--- src/rtl/cpu_run_ctrl.sv ---
// Execution sequencer for the single-cycle CPU: generates clk_cpu for free run, single step, N-cycle burst and run-until-breakpoint.
// Optional build macro CPU_CYCLE_COUNT_EN adds a 32-bit count of issued CPU cycles on cyc_cnt.
module cpu_run_ctrl #(
  parameter int BURST_W     = 16,
  parameter int SYNC_STAGES = 2
) (
  input  logic               clk,
  input  logic               rst,
  input  logic               run,
  input  logic               step,
  input  logic               go,
  input  logic [BURST_W-1:0] burst_n,
  input  logic               bp_en,
  input  logic [31:0]        bp_addr,
  input  logic [31:0]        pc,
  output logic               clk_cpu,
  output logic               busy,
  output logic               bp_hit,
  output logic [2:0]         state,
  output logic [31:0]        cyc_cnt
);

  typedef enum logic [2:0] {
    S_HALT  = 3'd0,
    S_STEP  = 3'd1,
    S_RUN   = 3'd2,
    S_BURST = 3'd3,
    S_BRK   = 3'd4
  } state_t;

  // Stage 0 takes the raw {go, step, run}; the last stage is the usable value.
  logic [SYNC_STAGES-1:0][2:0] r_sync;
  logic                        r_step_prev;
  logic                        r_go_prev;

  state_t             r_state;
  logic               r_clk_cpu;
  logic               r_busy;
  logic               r_bp_hit;
  logic               r_skip;
  logic [BURST_W-1:0] r_remaining;

  logic w_run_s;
  logic w_step_s;
  logic w_go_s;
  logic w_step_edge;
  logic w_go_edge;
  logic w_tick;
  logic w_bp;
  logic w_pulse_start;

  always_ff @(posedge clk or posedge rst) begin
    if (rst) begin
      r_sync <= '0;
    end else begin
      r_sync <= {r_sync[SYNC_STAGES-2:0], {go, step, run}};
    end
  end

  assign w_run_s     = r_sync[SYNC_STAGES-1][0];
  assign w_step_s    = r_sync[SYNC_STAGES-1][1];
  assign w_go_s      = r_sync[SYNC_STAGES-1][2];
  assign w_step_edge = w_step_s & ~r_step_prev;
  assign w_go_edge   = w_go_s & ~r_go_prev;

  // A new pulse may only start on a clk where clk_cpu is low, which also gives the 2-clk minimum period.
  assign w_tick = ~r_clk_cpu;
  assign w_bp   = bp_en && (pc == bp_addr) && !r_skip;

  always_comb begin
    w_pulse_start = 1'b0;
    if (w_tick) begin
      case (r_state)
        S_STEP:  w_pulse_start = 1'b1;
        S_RUN:   w_pulse_start = w_run_s && !w_bp;
        S_BURST: w_pulse_start = (r_remaining != '0) && !w_step_edge && !w_bp;
        default: w_pulse_start = 1'b0;
      endcase
    end
  end

  always_ff @(posedge clk or posedge rst) begin
    if (rst) begin
      r_step_prev <= 1'b0;
      r_go_prev   <= 1'b0;
      r_state     <= S_HALT;
      r_clk_cpu   <= 1'b0;
      r_busy      <= 1'b0;
      r_bp_hit    <= 1'b0;
      r_skip      <= 1'b0;
      r_remaining <= '0;
    end else begin
      r_step_prev <= w_step_s;
      r_go_prev   <= w_go_s;

      if (w_pulse_start) begin
        r_clk_cpu <= 1'b1;
        r_skip    <= 1'b0;
      end else begin
        r_clk_cpu <= 1'b0;
      end

      case (r_state)
        S_HALT: begin
          if (w_run_s) begin
            r_state  <= S_RUN;
            r_busy   <= 1'b1;
            r_skip   <= 1'b1;
            r_bp_hit <= 1'b0;
          end else if (w_step_edge) begin
            r_state  <= S_STEP;
            r_busy   <= 1'b1;
            r_bp_hit <= 1'b0;
          end else if (w_go_edge && (burst_n != '0)) begin
            r_state     <= S_BURST;
            r_busy      <= 1'b1;
            r_skip      <= 1'b1;
            r_bp_hit    <= 1'b0;
            r_remaining <= burst_n;
          end
        end

        S_STEP: begin
          if (r_clk_cpu) begin
            r_state <= S_HALT;
            r_busy  <= 1'b0;
          end
        end

        S_RUN: begin
          if (w_tick && !w_run_s) begin
            r_state <= S_HALT;
            r_busy  <= 1'b0;
          end else if (w_tick && w_bp) begin
            r_state  <= S_BRK;
            r_busy   <= 1'b0;
            r_bp_hit <= 1'b1;
          end
        end

        S_BURST: begin
          if (w_step_edge) begin
            r_remaining <= '0;
          end
          if (w_tick) begin
            if (w_step_edge || (r_remaining == '0)) begin
              r_state <= S_HALT;
              r_busy  <= 1'b0;
            end else if (w_bp) begin
              r_state     <= S_BRK;
              r_busy      <= 1'b0;
              r_bp_hit    <= 1'b1;
              r_remaining <= '0;
            end else begin
              r_remaining <= r_remaining - 1'b1;
            end
          end
        end

        S_BRK: begin
          if (!w_run_s) begin
            r_state <= S_HALT;
          end
        end

        default: begin
          r_state <= S_HALT;
          r_busy  <= 1'b0;
        end
      endcase
    end
  end

`ifdef CPU_CYCLE_COUNT_EN
  logic [31:0] r_cyc_cnt;

  always_ff @(posedge clk or posedge rst) begin
    if (rst) begin
      r_cyc_cnt <= '0;
    end else if (w_pulse_start) begin
      r_cyc_cnt <= r_cyc_cnt + 32'd1;
    end
  end

  assign cyc_cnt = r_cyc_cnt;
`else
  assign cyc_cnt = '0;
`endif

  assign clk_cpu = r_clk_cpu;
  assign busy    = r_busy;
  assign bp_hit  = r_bp_hit;
  assign state   = r_state;

endmodule

--- config.mk ---
export PLATFORM = sky130hd
export DESIGN_NAME = cpu_run_ctrl
export DESIGN_NICKNAME = d
export VERILOG_FILES = /design/src/rtl/cpu_run_ctrl.sv
export SDC_FILE = /design/constraint.sdc
export NUM_CORES = 1
export LEC_CHECK = 0
export BUFFER_PORTS_ARGS = -buffer_cell sky130_fd_sc_hd__buf_2
export CORE_ASPECT_RATIO = 0.6
export CORE_MARGIN = 4
export CORE_UTILIZATION = 51
export CTS_CLUSTER_SIZE = 14
export DETAILED_ROUTE_END_ITERATION = 6
export GPL_TIMING_DRIVEN = 0
export HOLD_SLACK_MARGIN = 0.02
export PLACE_DENSITY_LB_ADDON = 0.25
export SETUP_SLACK_MARGIN = 0.4
export SLEW_MARGIN = 5
export SYNTH_ARGS = -nofsm -noshare
export SYNTH_HDL_FRONTEND = slang
export SYNTH_SLANG_ARGS = --single-unit
--- constraint.sdc ---
create_clock -name clk -period 3.52 [get_ports clk]
set_input_delay 0 -clock clk [delete_from_list [all_inputs] [get_ports clk]]
set_output_delay 0 -clock clk [all_outputs]
set_load 0.03 [all_outputs]
==> metrics.md <==
| Metric | Value |
|---|---|
| Min-delay worst type | primary input to flop |
| Drt initial violations | 269 |
| Hold Vio Cnt, Final | 0 |
| Vias in the first global route | 2438 |
| Simple-gate portion of the synthesized area | 0.220 |
| Grt total ovfl | 0 |
| Area grow syn2layout | 32.4% |
| Final min period | 2.65 ns |
| Placed Cells | 473 |
| Post_cts resized | 0 |
| Peak supply drop | 322 µV |
| Vias/cell | 5.29 |
| Reg clk slew, reported paths | 0.06 ns |
| Final HPWL DP | 5.73 mm |
| Std-Cell Rows | 19 |
| Slew @ Worst Pin | 0.667 ns |
| Slack of the worst reg-to-reg path | 0.87 ns |
| Dominant synthesized flop cell | dfrtp_1 |
| XOR/XNOR Fraction of Synth Area | 0.127 |
| DRT Wirelength | 7.09 mm |
| Commonest non-fill, non-tap cell in the layout | buf_2 |
| Die width | 99.3 µm |
| Largest family of logic cells by synthesized area | simple AND/OR/NAND/NOR gates |
| F_max | 377 MHz |
| Initial core utilization | 0.541 |
| Launch point of the critical path | state[2] |
| Leak Pwr | 1.69 nW |
| CTS tree | yes |
| Final count of pins violating max slew | 0 |
| Distinct cell type count after synthesis | 64 |
| Syn avg cell area | 8.85 µm² |
| Post-Syn Instances | 288 |
| Clock latency on the worst-skew pair | 0.29 ns |
| Power per cell area | 576 nW/µm² |
| Worst Skew | 0.00790 ns |
| Worst setup EP type | flop |
| Worst r2r dst | r_remaining[5] |
| Final setup vio count | 0 |
| Clock sinks | 31 |
| Post-synth EDFFs | 0 |
| Sequential area share after synthesis | 0.304 |
| I/O Pins | 124 |
| Yosys warns | 0 |
| Crit Path Class | flop to flop |
| Synth area leaders | dfrtp_1, xor2_1, buf_4, nor4_1, nor2_1 |
| Relative slew margins | 0.555 |
| Hold path depth | 3 |
| Max clock buf depth | 2 |
| Die area | 6230 µm² |
| Synth Register Bits | 31 |
| Clock Tree Root | clkbuf_8 |
| Largest net degree at the start of global routing | 32 |
| GRT Total Usage | 0.219 |
| Critical Path AT | 2.82 ns |
| CTS Buf Count | 5 |
| Post-Syn Area | 2550 µm² |
| Reg2reg start | state[2] |
| Global-route wire length before repair | 11.2 mm |
| Adder-Cell Fraction of Synth Area | 0.00982 |
| Post-DRT Antenna Nets | 0 |
| Pre-Repair DR Iteration Count | 5 |
| CP startpoint kind | flop |
| WHS | 0.0248 ns |
| Hold wc startpoint | burst_n[8] |
| Nets | 514 |
| Hold endpoint | r_remaining[8] |
| Initial antenna violation count | 0 |
| Most frequent cells in the layout | buf_2, buf_4, conb_1, xor2_1, dfrtp_1 |
| Hold_buf cts | 8 |
| Drt drc | 0 |
| Finished Layout Cells | 490 |
| Fraction of registers with async set/reset | 1.00 |
| Count of buffers from port buffering | 91 |
| Required time of the critical path | 3.69 ns |
| Outcome | finished clean |
| Routed vias | 2591 |
| Area of the core | 4710 µm² |
| Fin Setup TNS | 0 ns |
| Post-synthesis compound-gate area fraction | 0.181 |
| Antenna diode instance count | 0 |
| Setup Buffers After CTS | 0 |
| Final period util | 0.753 |
| Worst reg-to-reg path cell count | 8 |
| Crit Path Max Fanout | 8 |
| Largest area contributor in the netlist | dfrtp_1 |
| Top cell type's share of synthesized area | 0.304 |
| RSZ-0062 raised after global routing | false |
| Routability cong. | 0.924 |
| MaxCap Viol Count | 0 |
| CTS H-Tree Depth | 2 |
| Die height | 62.8 µm |
| Layout cells sized above 1 | 0.354 |
| Drt wl/cell | 14.5 µm |
| Post-synthesis mux area share | 0.0157 |
## how the worst max path moves through the flow
| stage | endpoint | slack [ns] | depth (start not counted) |
|---|---|---|---|
| floorplan | busy | 1.18 | 9 |
| CTS | r_remaining[8] | 0.92 | 9 |
| detailed placement | r_remaining[8] | 0.94 | 9 |
| global placement | busy | 0.96 | 9 |
| global route | r_remaining[10] | 0.66 | 7 |
| finish | r_remaining[5] | 0.87 | 8 |
## registers in the layout (all words and copies together) (netlist names)
name	flops
bp_hit	1
busy	1
clk_cpu	1
r_go_prev	1
r_remaining	16
r_skip	1
r_step_prev	1
r_sync	6
state	3
## synth_stat cells, drive strengths merged (3+ instances only)
| library cell | n |
|---|---|
| or3 | 4 |
| o211a | 5 |
| nand3 | 4 |
| buf | 35 |
| nor2 | 25 |
| nor3 | 11 |
| nand2 | 16 |
| a311oi | 3 |
| a211o | 4 |
| clkbuf | 11 |
| mux2i | 4 |
| nor4 | 15 |
| or4 | 3 |
| dfrtp | 31 |
| and3 | 4 |
| xnor2 | 6 |
| and2 | 4 |
| nand2b | 6 |
| o31ai | 5 |
| xor2 | 31 |
| a21oi | 9 |
| inv | 5 |
| o21ai | 8 |
## report_power, final
| group | total [W] | switching (W) | internal [W] |
|---|---|---|---|
| sequential | 0.000601 | 0.000122 | 0.000478 |
| combinational | 0.00107 | 0.000619 | 0.000453 |
| clock | 0.000272 | 0.000136 | 0.000135 |
| total | 0.00194 | 0.000877 | 0.00107 |
## per-layer routing
layer	vias to the layer above	GRT usage	part of all wire
met1	1180	0.312	0.44
met5	-	0	0
met4	0	0.0375	0.0039
met3	7	0.0535	0.10
li1	1259	-	-
met2	145	0.342	0.45
## per-stage QoR
step | area, µm² | worst slack (ns) | utilization | total power [W]
2_1_floorplan | 2670 | 1.18 | - | 0.00137
3_3_place_gp | 3200 | 0.963 | 0.680 | 0.00161
3_5_place_dp | 3200 | 0.938 | 0.680 | 0.00164
4_1_cts | 3360 | 0.923 | 0.715 | 0.00192
5_1_grt | 3370 | 0.658 | 0.717 | 0.00208
6_report | 3370 | 0.871 | 0.717 | 0.00194
## cells by family after synthesis
| group | Yosys count |
|---|---|
| AND/OR/NAND/NOR | 101 |
| AO/OA/AOI/OAI | 61 |
| buffers and inverters | 51 |
| XOR/XNOR | 37 |
| flip-flops | 31 |
| multiplexers | 4 |
| adder cells (fa/ha/maj) | 2 |
| other | 1 |
## layout make-up
class / count / area, µm²
inverters: 5 / 18.8
well taps: 63 / 78.8
clock buffers: 5 / 68.8
repair buffers: 100 / 546
plain buffers: 46 / 339
multi-input cells: 237 / 1530
flip-flops and latches: 31 / 776
fillers: 395 / 1330
clock inverters: 3 / 15.0
## worst max-delay path, stage by stage, from the launching register on
cell and delay (ns):
dfrtp_1 0.37, clkbuf_1 0.20, or3_1 0.45, nor3_2 0.30, and2_0 0.32, nor2_1 0.12, a21oi_1 0.30, o21ai_0 0.16
a221o_1 0.31
Power figures use the tool's default switching activity.
